--- src/rtl/snitch_icache_refill_beats.sv ---
// Refill engine sitting behind the icache miss handler.
//
// Takes one line-refill request (address + pending-table ID), issues BEATS
// sequential narrow memory reads, and assembles the returned beats into a full
// cache line. The line, a sticky error flag and the original ID are returned on
// the refill-response port. One refill is in flight at a time; beat requests
// and beat responses overlap within a refill.
//
// Ports:
//   clk_i, rst_i          clock (rising edge), synchronous active-high reset
//   in_req_*              refill request from the miss handler (addr, id)
//   in_rsp_*              assembled line, sticky error, id back to the handler
//   mem_req_*             beat read requests (byte address)
//   mem_rsp_*             beat read responses (in request order)
module snitch_icache_refill_beats #(
    parameter int unsigned FETCH_AW   = 48,
    parameter int unsigned LINE_WIDTH = 256,
    parameter int unsigned MEM_DW     = 64,
    parameter int unsigned PENDING_IW = 2
) (
    input  logic                  clk_i,
    input  logic                  rst_i,
    input  logic [FETCH_AW-1:0]   in_req_addr_i,
    input  logic [PENDING_IW-1:0] in_req_id_i,
    input  logic                  in_req_valid_i,
    output logic                  in_req_ready_o,
    output logic [LINE_WIDTH-1:0] in_rsp_data_o,
    output logic                  in_rsp_error_o,
    output logic [PENDING_IW-1:0] in_rsp_id_o,
    output logic                  in_rsp_valid_o,
    input  logic                  in_rsp_ready_i,
    output logic [FETCH_AW-1:0]   mem_req_addr_o,
    output logic                  mem_req_valid_o,
    input  logic                  mem_req_ready_i,
    input  logic [MEM_DW-1:0]     mem_rsp_data_i,
    input  logic                  mem_rsp_error_i,
    input  logic                  mem_rsp_valid_i,
    output logic                  mem_rsp_ready_o
);

    localparam int unsigned BEATS      = LINE_WIDTH / MEM_DW;
    localparam int unsigned LINE_ALIGN = $clog2(LINE_WIDTH / 8);
    localparam int unsigned BEAT_BYTES = MEM_DW / 8;
    localparam int unsigned BEAT_SHIFT = $clog2(BEAT_BYTES);
    localparam int unsigned CNT_W      = $clog2(BEATS + 1);

    typedef enum logic [1:0] {StIdle, StFetch, StResp} state_e;

    state_e                state_q, state_d;
    logic                  init_q;
    logic [FETCH_AW-1:0]   base_q, base_d;
    logic [PENDING_IW-1:0] id_q, id_d;
    logic [CNT_W-1:0]      req_cnt_q, req_cnt_d;
    logic [CNT_W-1:0]      rsp_cnt_q, rsp_cnt_d;
    logic                  err_q, err_d;
    logic [LINE_WIDTH-1:0] buf_q, buf_d;
    // Separate response registers so the handler-facing outputs hold their
    // last values while the next refill is being assembled.
    logic [LINE_WIDTH-1:0] rsp_data_q, rsp_data_d;
    logic                  rsp_err_q, rsp_err_d;
    logic [PENDING_IW-1:0] rsp_id_q, rsp_id_d;

    logic active;
    logic unused_addr_bits;

    // Low address bits select a byte within the line and are dropped.
    assign unused_addr_bits = ^in_req_addr_i[LINE_ALIGN-1:0];

    // All handshake outputs are forced low while reset is asserted.
    assign active = ~rst_i;

    assign mem_req_addr_o = base_q + (FETCH_AW'(req_cnt_q) << BEAT_SHIFT);
    assign in_rsp_data_o  = rsp_data_q;
    assign in_rsp_error_o = rsp_err_q;
    assign in_rsp_id_o    = rsp_id_q;

    always_comb begin
        state_d    = state_q;
        base_d     = base_q;
        id_d       = id_q;
        req_cnt_d  = req_cnt_q;
        rsp_cnt_d  = rsp_cnt_q;
        err_d      = err_q;
        buf_d      = buf_q;
        rsp_data_d = rsp_data_q;
        rsp_err_d  = rsp_err_q;
        rsp_id_d   = rsp_id_q;

        in_req_ready_o  = 1'b0;
        in_rsp_valid_o  = 1'b0;
        mem_req_valid_o = 1'b0;
        mem_rsp_ready_o = 1'b0;

        unique case (state_q)
            StIdle: begin
                // init_q keeps ready low in the first cycle after reset.
                in_req_ready_o = active & init_q;
                if (in_req_ready_o && in_req_valid_i) begin
                    base_d    = {in_req_addr_i[FETCH_AW-1:LINE_ALIGN], {LINE_ALIGN{1'b0}}};
                    id_d      = in_req_id_i;
                    req_cnt_d = '0;
                    rsp_cnt_d = '0;
                    err_d     = 1'b0;
                    state_d   = StFetch;
                end
            end
            StFetch: begin
                mem_req_valid_o = active && (req_cnt_q < CNT_W'(BEATS));
                // Registered counts: a request accepted this cycle becomes
                // eligible for its response only from the next cycle.
                mem_rsp_ready_o = active && (rsp_cnt_q < req_cnt_q);
                if (mem_req_valid_o && mem_req_ready_i) begin
                    req_cnt_d = req_cnt_q + 1'b1;
                end
                if (mem_rsp_ready_o && mem_rsp_valid_i) begin
                    for (int unsigned b = 0; b < BEATS; b++) begin
                        if (rsp_cnt_q == CNT_W'(b)) begin
                            buf_d[b*MEM_DW +: MEM_DW] = mem_rsp_data_i;
                        end
                    end
                    err_d     = err_q | mem_rsp_error_i;
                    rsp_cnt_d = rsp_cnt_q + 1'b1;
                    if (rsp_cnt_q == CNT_W'(BEATS - 1)) begin
                        rsp_data_d = buf_d;
                        rsp_err_d  = err_d;
                        rsp_id_d   = id_q;
                        state_d    = StResp;
                    end
                end
            end
            StResp: begin
                in_rsp_valid_o = active;
                if (in_rsp_valid_o && in_rsp_ready_i) begin
                    state_d = StIdle;
                end
            end
            default: state_d = StIdle;
        endcase
    end

    always_ff @(posedge clk_i) begin
        if (rst_i) begin
            state_q    <= StIdle;
            init_q     <= 1'b0;
            base_q     <= '0;
            id_q       <= '0;
            req_cnt_q  <= '0;
            rsp_cnt_q  <= '0;
            err_q      <= 1'b0;
            buf_q      <= '0;
            rsp_data_q <= '0;
            rsp_err_q  <= 1'b0;
            rsp_id_q   <= '0;
        end else begin
            state_q    <= state_d;
            init_q     <= 1'b1;
            base_q     <= base_d;
            id_q       <= id_d;
            req_cnt_q  <= req_cnt_d;
            rsp_cnt_q  <= rsp_cnt_d;
            err_q      <= err_d;
            buf_q      <= buf_d;
            rsp_data_q <= rsp_data_d;
            rsp_err_q  <= rsp_err_d;
            rsp_id_q   <= rsp_id_d;
        end
    end

endmodule

--- config.mk ---
export PLATFORM = sky130hd
export DESIGN_NAME = snitch_icache_refill_beats
export DESIGN_NICKNAME = d
export VERILOG_FILES = /design/src/rtl/snitch_icache_refill_beats.sv
export SDC_FILE = /design/constraint.sdc
export NUM_CORES = 1
export LEC_CHECK = 0
export BUFFER_PORTS_ARGS = -buffer_cell sky130_fd_sc_hd__buf_2
export CAP_MARGIN = 20
export CORE_MARGIN = 2
export CORE_UTILIZATION = 45
export DETAILED_ROUTE_END_ITERATION = 12
export PLACE_DENSITY = 0.68
export SLEW_MARGIN = 20
export SYNTH_ARGS = -nofsm -noshare
export SYNTH_HDL_FRONTEND = slang
export SYNTH_SLANG_ARGS = --single-unit
--- constraint.sdc ---
create_clock -name clk_i -period 3.09 [get_ports clk_i]
set_input_delay 0.4635 -clock clk_i [delete_from_list [all_inputs] [get_ports clk_i]]
set_output_delay 0.4635 -clock clk_i [all_outputs]
set_load 0.005 [all_outputs]
==> results list, run 1 <==
- Among all stages on the critical path, the largest delay is contributed by sky130_fd_sc_hd__or4_4.
- Syn_area_per_cell: around 8.8 sq um
* Worst Hold Depth: 3
* Worst Setup Path Type: reg -> out
- Startpoint kind of the worst setup timing path: register
- Data required, critical path: 2630 ps
- TritonCTS clock tree: done
- During placement, the flow inserted port buffers numbering between 400 and 500.
* Total number of H-tree levels: 2
- Class of the most critical hold timing path: in -> reg
- Post-synthesis cell type with the largest combined area: sky130_fd_sc_hd__dfxtp_1
- The clock reaches the later pin of the worst-skew pair after 600 ps.
* CTS clk-pin slew, worst paths: about 60 ps
* # Max-Cap Violations: 0
* Die Span X: ~220 um
* Multi-input combinational cell area: ~0.01 sq mm
- Share of Yosys cell area claimed by the top area cell type: a little under half
- Nets: about 2900
* Max clock buf depth: 3
- The layout has ~4200 filler cells.
- Detailed-route wire length per cell: approximately 18 um
* Number of buffers added by the clock tree synthesis step: 53
- Power density over the cells: 519.5 mW/mm^2
- Clock skew on the completed layout was measured at about 12 ps.
- Slew headroom: approximately 24%
* Leading post-synthesis cells by cell area: sky130_fd_sc_hd__dfxtp_1 (48%), sky130_fd_sc_hd__nand2_1 (11%), sky130_fd_sc_hd__mux2i_1 (9.1%)
- In this run, the number of DRC markers left after iteration 0 of detailed routing was around 1000.
- The mapped netlist covers about 0.021 sq mm.
- Synthesis warning total: 0
- The detailed router placed approximately 18000 vias in this run.
- Slack of the worst reg-to-reg path: slightly below 500 ps
- In the routed design, unresolved DRC markers number 0.
* Largest net degree at the start of global routing: 212
- The number of global-route vias before repair came to about 17000.
* First-pass GRT wire length: between 90000 and 100000 um
- STA classifies the critical path endpoint as an output port.
* Start point of the worst hold path: in_req_addr_i[23]
- In this run the standard cell core region covers about 0.046 sq mm.
* Overall overflow remaining after global route: 0
- Die Ht: 220.8 um
- Number of antenna violations at the first check in global routing: 2
- Synthesis instantiated 50 different standard cells from the library.
- Area of all placed cells without fillers: between 0.02 and 0.03 sq mm
- Pin placement for this block handled ~430 I/O pins.
* Power after layout: 13.22 mW
- Traced cell by cell, the critical path runs through nand4_2 -> or4_4 -> nor3_1 -> xor2_1 -> buf_2.
- In this run, synthesis inferred 0 flip-flops with an integrated enable.
* Via density per instance: around 5.3
- Number of placed cells counting well taps: approximately 3300
- Launching element of the worst setup path: base_q[19]
- Worst setup timing slack at the placement stage: about 430 ps
- Min cycle time layout: between 2000 and 3000 ps
* Total Neg Setup Slack: 0 ps
- FF/Latch Area: 0.01013 sq mm
- Fraction of synthesis flops using an asynchronous set or reset pin: 0%
- The floorplan has 79 rows.
* Run status: complete, no violations
- Final hold violation count: 0
- Routability cong.: 0.8561
- Detailed placement finished with a half-perimeter wire length of a little under 40000 um.
- Finished Layout Cells: around 3400
- The path with the worst hold slack has its endpoint at base_q[23].
* Leading register cell type out of synthesis: sky130_fd_sc_hd__dfxtp_1
- Flip-flop and latch count after synthesis: between 500 and 600
* Share of the core filled with cells: approximately 55%
- Worst-case reg-to-reg path depth: 8
* Register area share after synthesis: between 40 and 50%
- Standard cell area after detailed placement: about 0.024 sq mm
- On the critical path the largest part of the delay comes from simple AND/OR/NAND/NOR gates.
- In the synthesized netlist, the number of instances is 2403.
- Along the worst path, the maximum fanout reaches 9.
- In this run the static leakage power is 9.651 nW.
- Detailed Routing Iterations Pass 1: 5
- Terminus of the critical flop-to-flop path: in_rsp_data_o[114]
- The count of pins over their slew limit came to 0.
- Achievable Freq: roughly 0.34 GHz
- The detail route stage leaves a number of antenna-violating nets equal to 0.
* Cell chosen for the clock root: sky130_fd_sc_hd__clkbuf_16
* Share of post-route cells with drive strength above 1: roughly a quarter
- Sinks on the clock net: roughly 510
- Die Area: 0.04875 sq mm
- Area added between synthesis and finish: 20.34%
- Total GRT Usage: about a quarter
* Final Hold Slack: between 100 and 150 ps
* Critical Path AT: 2520 ps
- Critical R2R Launch: req_cnt_q[2]
- The final critical path takes up 96.49% of the cycle.
* RSZ-0062 raised after global routing: false
- Counting both buffers and inverters, the worst setup path holds a total of 1.
* Overall routed net length: between 50000 and 60000 um
* Final Worst Setup Slack: roughly 110 ps
- Setup violations remaining at the end of the flow were counted as 0.
* CP peak stage delay: about 640 ps
* Tightest Pin Transition: ~1100 ps
- Peak ir drop on the vdd network: 393.4 uV
- Once the floorplan was initialized, standard cells occupied a little under half of the core.
[cell usage after synthesis (2+ instances only)]
library cell and count:
sky130_fd_sc_hd__nand2_1 629, sky130_fd_sc_hd__dfxtp_1 506, sky130_fd_sc_hd__a21oi_1 310, sky130_fd_sc_hd__nor2_1 205, sky130_fd_sc_hd__mux2i_1 192, sky130_fd_sc_hd__a211oi_2 126
sky130_fd_sc_hd__clkbuf_1 105, sky130_fd_sc_hd__a211oi_1 67, sky130_fd_sc_hd__buf_2 48, sky130_fd_sc_hd__buf_4 27, sky130_fd_sc_hd__xnor2_1 24, sky130_fd_sc_hd__nand4_1 19
sky130_fd_sc_hd__xor2_1 18, sky130_fd_sc_hd__nand3_1 15, sky130_fd_sc_hd__buf_6 14, sky130_fd_sc_hd__nor3_1 11, sky130_fd_sc_hd__ha_1 10, sky130_fd_sc_hd__inv_1 10
sky130_fd_sc_hd__buf_1 7, sky130_fd_sc_hd__nor4_1 7, sky130_fd_sc_hd__and4_1 5, sky130_fd_sc_hd__nor2b_1 5, sky130_fd_sc_hd__and2_1 3, sky130_fd_sc_hd__nand2b_1 3
sky130_fd_sc_hd__nor4bb_1 3, sky130_fd_sc_hd__o2111a_1 3, sky130_fd_sc_hd__o2111ai_2 3, sky130_fd_sc_hd__and3_1 2, sky130_fd_sc_hd__nand4_2 2, sky130_fd_sc_hd__nor3_2 2
sky130_fd_sc_hd__o21ai_0 2, sky130_fd_sc_hd__or4_1 2
[power breakdown]
group / switching (mW) / internal, mW
Sequential: 0.0282 / 6.55
Clock: 2.62 / 3.59
Combinational: 0.313 / 0.131
Total: 2.96 / 10.3
[sequential cells by signal, summed over array words and instances (netlist names)]
register,count
base_q,43
buf_q,192
in_rsp_data_o,256
rsp_cnt_q,3
in_rsp_id_o,2
init_q,1
err_q,1
id_q,2
state_q,2
req_cnt_q,3
in_rsp_error_o,1
[layer usage]
metal  share of wire, %  GRT usage [%]  up-vias
met1                 44          30.10     8567
met3                6.5          5.507       95
met5                  0              0        -
met4                2.3          6.430        0
met2                 48          38.93      504
li1                   -              -     8815
[how the worst max path moves through the flow]
stage,to,slack (ps),cells past startpoint
final,mem_req_addr_o[42],110,5
after global routing,mem_req_addr_o[42],2,5
after CTS,mem_req_addr_o[45],1,7
after detailed placement,in_rsp_data_o[114],430,8
after global placement,in_rsp_data_o[116],500,8
after floorplan,mem_req_addr_o[47],810,6
[cells in the final DEF, fill, tap and decap left out, drive strengths merged, types with 3 or more instances in the layout]
cell	netlist	layout
nand3	15	15
nor2	205	205
and4	5	5
inv	10	12
a21oi	310	310
o2111ai	4	4
nand2b	3	3
clkinvlp	0	3
clkbuf	106	81
nand4	21	21
o2111a	3	3
xor2	18	18
nor2b	5	5
ha	10	10
nor4bb	3	3
dfxtp	506	506
mux2i	192	192
nand2	629	629
and2	3	3
clkinv	0	10
xnor2	24	24
nor4	8	8
conb	1	3
a211oi	193	193
nor3	13	13
buf	97	475
[worst reg2reg max path, stage by stage, from the launching register on]
cell and delay (ps):
sky130_fd_sc_hd__dfxtp_2 360, sky130_fd_sc_hd__inv_1 60, sky130_fd_sc_hd__ha_1 340, sky130_fd_sc_hd__a211o_1 370, sky130_fd_sc_hd__a2111oi_4 440, sky130_fd_sc_hd__buf_12 320, sky130_fd_sc_hd__buf_4 320, sky130_fd_sc_hd__nor2_1 80
sky130_fd_sc_hd__a211oi_2 200
[final cells by class]
class	instances	area share, %
diodes	2	0.01966
clock buffers	81	6.341
clock inverters	15	0.3687
inverters	10	0.1475
multi-input cells	1686	39.56
flip-flops and latches	506	39.80
well taps	607	2.984
repair buffers	475	10.77
[kinds of logic (layout without fill, tap and decap cells)]
logic type	count (synthesis)	in the layout	synth area share, %
buf+inv	213	581	5.123
compound gates	518	518	17.90
other cells	1	5	0.01773
simple gates	921	921	17.65
xor+xnor	42	42	1.739
fa+ha+maj	10	10	0.5915
flops	506	506	47.89
mux	192	192	9.086
[timing repair]
action / in CTS / in global routing
setup endpoints to repair: 13 / 9
resized for setup: 3 / 4
hold buffers: 0 / 0
pin swaps: 1 / 2
buffers inserted: 1 / 1
Note: power is estimated with default switching activity, not from simulation.
==> inputs of run 2 (changes only) <==
CORE_MARGIN = 3   (was 2)
==> run 2 against run 1 <==
Clock skew rose by 3.3 ps. Sequential power barely moved. Largest power group unchanged. Maximum frequency fell by 0.18%. Clock power rose by 3%.
==> results list, run 2 (synthesis gave the netlist of run 1 again) <==
- The run finished with clean final reports.
- In this run the most critical hold path is launched from in_req_addr_i[47].
- Worst setup timing slack at the placement stage: 372.9 ps (-53.63 ps)
- The worst path setup slack after routing was 102.9 ps (-5.394 ps).
- The number of port buffers was 423 (unchanged).
- Class of the most critical hold timing path: in -> reg
- The global-route wire length before repair is 94220 um (+0.68%).
- Number of setup violations in the final report: 0 (unchanged)
* Worst Setup Path Type: reg -> out
* Die Area: 0.04964 sq mm (+1.8%)
* Initial Util: 46.11% (+0.58 points)
* CTS clk-pin slew, worst paths: 60 ps (about the same)
- Detailed-route wire length per cell: 17.84 um (+1.9%)
* Critical R2R Launch: req_cnt_q[2]
* Maximum fanout along the worst path: 6 (-3)
- The maximum number of pins on one net before global-route repair came to 174 (-18%).
* Detailed Routing Iterations Pass 1: 5 (unchanged)
- Final ANT Viol Nets: 0 (unchanged)
- Achievable Freq: 0.3348 GHz (-0.18%)
- Max reg flops: 256 (unchanged)
- Area added between synthesis and finish: 20.66%
* Standard cell area after detailed placement: 0.02369 sq mm (about the same)
* Final hold violation count: 0 (unchanged)
- Leakage Power: 9.616 nW (-0.36%)
- The maximum clock skew at final layout is 15.66 ps (+3.262 ps).
* Commonest cells after routing, fill and taps aside: sky130_fd_sc_hd__nand2_1 (629), sky130_fd_sc_hd__dfxtp_1 (505), sky130_fd_sc_hd__buf_2 (422)
* TritonCTS clock tree: done
* Overall routed net length: 60230 um (+1.7%)
- Detailed placer's ending HPWL: 39790 um (+1.8%)
- The worst setup path is captured at an output port.
* Power density over the cells: 525.4 mW/mm^2 (+1.1%)
* Routability cong.: 0.8369 (-2.2%)
- The minimum period implied by the final worst setup slack is 2987 ps (+5.394 ps).
- Die Span X: 222.8 um (+0.91%)
- The final net count came to 2863 (unchanged).
* Clk_lat worst skew: 590 ps (about the same)
- The normalized max-slew margin was 29.91% (+5.9 points).
- The number of sinks driven by the clock tree is 506 (unchanged).
- The core area is 0.04587 sq mm (-1.3%).
- Antenna fix cells: 0 (-2)
- The number of antenna violations at the first check in global routing is 0 (-2).
- The worst ir drop on vdd was 385.5 uV (-2.0%).
- # Max-Cap Violations: 0 (unchanged)
* Cell chosen for the clock root: sky130_fd_sc_hd__clkbuf_16
* Overall overflow remaining after global route: 0 (unchanged)
- The number of cell rows came to 78 (-1.3%).
- Total number of H-tree levels: 2 (unchanged)
- The overall track demand over capacity in global routing was 23.05% (-0.26 points).
- Via density per instance: 5.357 (+0.76%)
- The number of standard cells in the final layout excluding fillers came to 3375 (-0.21%).
* I/O Pins: 432 (unchanged)
* Power after layout: 13.41 mW (+1.4%)
- The maximum clock insertion buffer count was 3 (unchanged).
* Pins over their slew limit: 0 (unchanged)
* Die Ht: 222.8 um (+0.91%)
- The overall via count from detail_route is 18080 (+0.55%).
- DRC violations left: 0 (unchanged)
* Data required, critical path: 2630 ps (about the same)
- The ratio of cells with drive above 1 in the final layout came to 25.59% (-0.055 points).
- Hold buffers post-CTS: 0 (unchanged)
* Most common cell after layout, fill and taps aside: sky130_fd_sc_hd__nand2_1
- STA classifies the critical path startpoint as a register.
* Iteration-0 DRC Markers: 1413 (+36%)
* Tightest Pin Transition: 1051 ps (-88.40 ps)
- Via count of the first global-routing pass: 16890 (-0.66%)
- Number of buffers added by the clock tree synthesis step: 53 (unchanged)
* Launching element of the worst setup path: req_cnt_q[2]
- Critical Path AT: 2520 ps (about the same)
- Post-route clock period utilization: 96.67% (+0.17 points)
- Area of all placed cells without fillers: 0.02552 sq mm (+0.26%)
* Number of placed cells counting well taps: 3272 (-0.30%)
-- run 2: changes by cell type in the layout (fill, tap and decap cells not counted), moves of 2 or more --
cell and change:
sky130_fd_sc_hd__clkbuf_1 +6, sky130_fd_sc_hd__buf_12 +4, sky130_fd_sc_hd__buf_4 -4, sky130_fd_sc_hd__bufinv_16 +4, sky130_fd_sc_hd__clkbuf_8 -3, sky130_fd_sc_hd__clkinvlp_4 -3
sky130_fd_sc_hd__clkbuf_16 -2, sky130_fd_sc_hd__clkinv_2 -2, sky130_fd_sc_hd__diode_2 -2, sky130_fd_sc_hd__ha_1 -2, sky130_fd_sc_hd__ha_2 +2, sky130_fd_sc_hd__o2111a_2 +2
sky130_fd_sc_hd__o2111a_4 -2
-- run 2: stage by stage --
| stage | TNS (ps) | hold slack [ps] | util (%) |
|---|---|---|---|
| 4_1_cts | 0 | 72.62 | 55.52 |
| 2_1_floorplan | 0 | 432.1 | - |
| 5_1_grt | -29.75 | 101.8 | 55.64 |
| 3_3_place_gp | 0 | 438.7 | 51.65 |
| 3_5_place_dp | 0 | 443.6 | 51.65 |
| 6_report | 0 | 108.6 | 55.64 |
-- run 2: power by group --
group          internal, mW  switching (mW)  leakage (nW)
Combinational         0.133           0.321          4.68
Sequential             6.54          0.0279          4.08
Clock                  3.77            2.61         0.859
-- run 2: layout make-up --
type                            count  area [sq um]
Clock inverter                     16         198.9
Inverter                           10         37.54
Timing Repair Buffer              475          2793
Fill cell                        4073         20350
Multi-Input combinational cell   1686         10060
Clock buffer                       82          1545
Tap cell                          600         750.7
Sequential cell                   506         10130
-- run 2: per-layer routing --
| metal | vias up | wire length, um | share of wire [%] | track usage [%] |
|---|---|---|---|---|
| met2 | 530 | 28710 | 48 | 38.46 |
| li1 | 8827 | - | - | - |
| met5 | - | 0 | 0 | 0 |
| met4 | 0 | 1411 | 2.3 | 6.624 |
| met3 | 89 | 3659 | 6.1 | 4.069 |
| met1 | 8634 | 26450 | 44 | 30.70 |
-- run 2: path summary, 6_finish.rpt --
kind	end	slack, ps	cells after the start
max	mem_req_addr_o[47]	100	8
min	base_q[47]	110	3
max reg2reg	in_rsp_data_o[47]	350	8
min reg2reg	in_rsp_data_o[192]	450	2
-- run 2: critical path, stage by stage (launching register included) --
cell	delay, ps
sky130_fd_sc_hd__dfxtp_1	390
sky130_fd_sc_hd__ha_2	220
sky130_fd_sc_hd__ha_2	210
sky130_fd_sc_hd__nand3_4	130
sky130_fd_sc_hd__nor4_2	300
sky130_fd_sc_hd__buf_4	210
sky130_fd_sc_hd__nand4_1	110
sky130_fd_sc_hd__xnor2_1	210
sky130_fd_sc_hd__buf_2	150
-- run 2: what timing repair did --
| item | 4_1_cts | 5_1_grt |
|---|---|---|
| setup endpoints to repair | 16 | 15 |
| setup buffers | 1 | 4 |
| endpoints found under the hold margin | 0 | 0 |
| pin swaps | 1 | 2 |
| resized for setup | 4 | 7 |
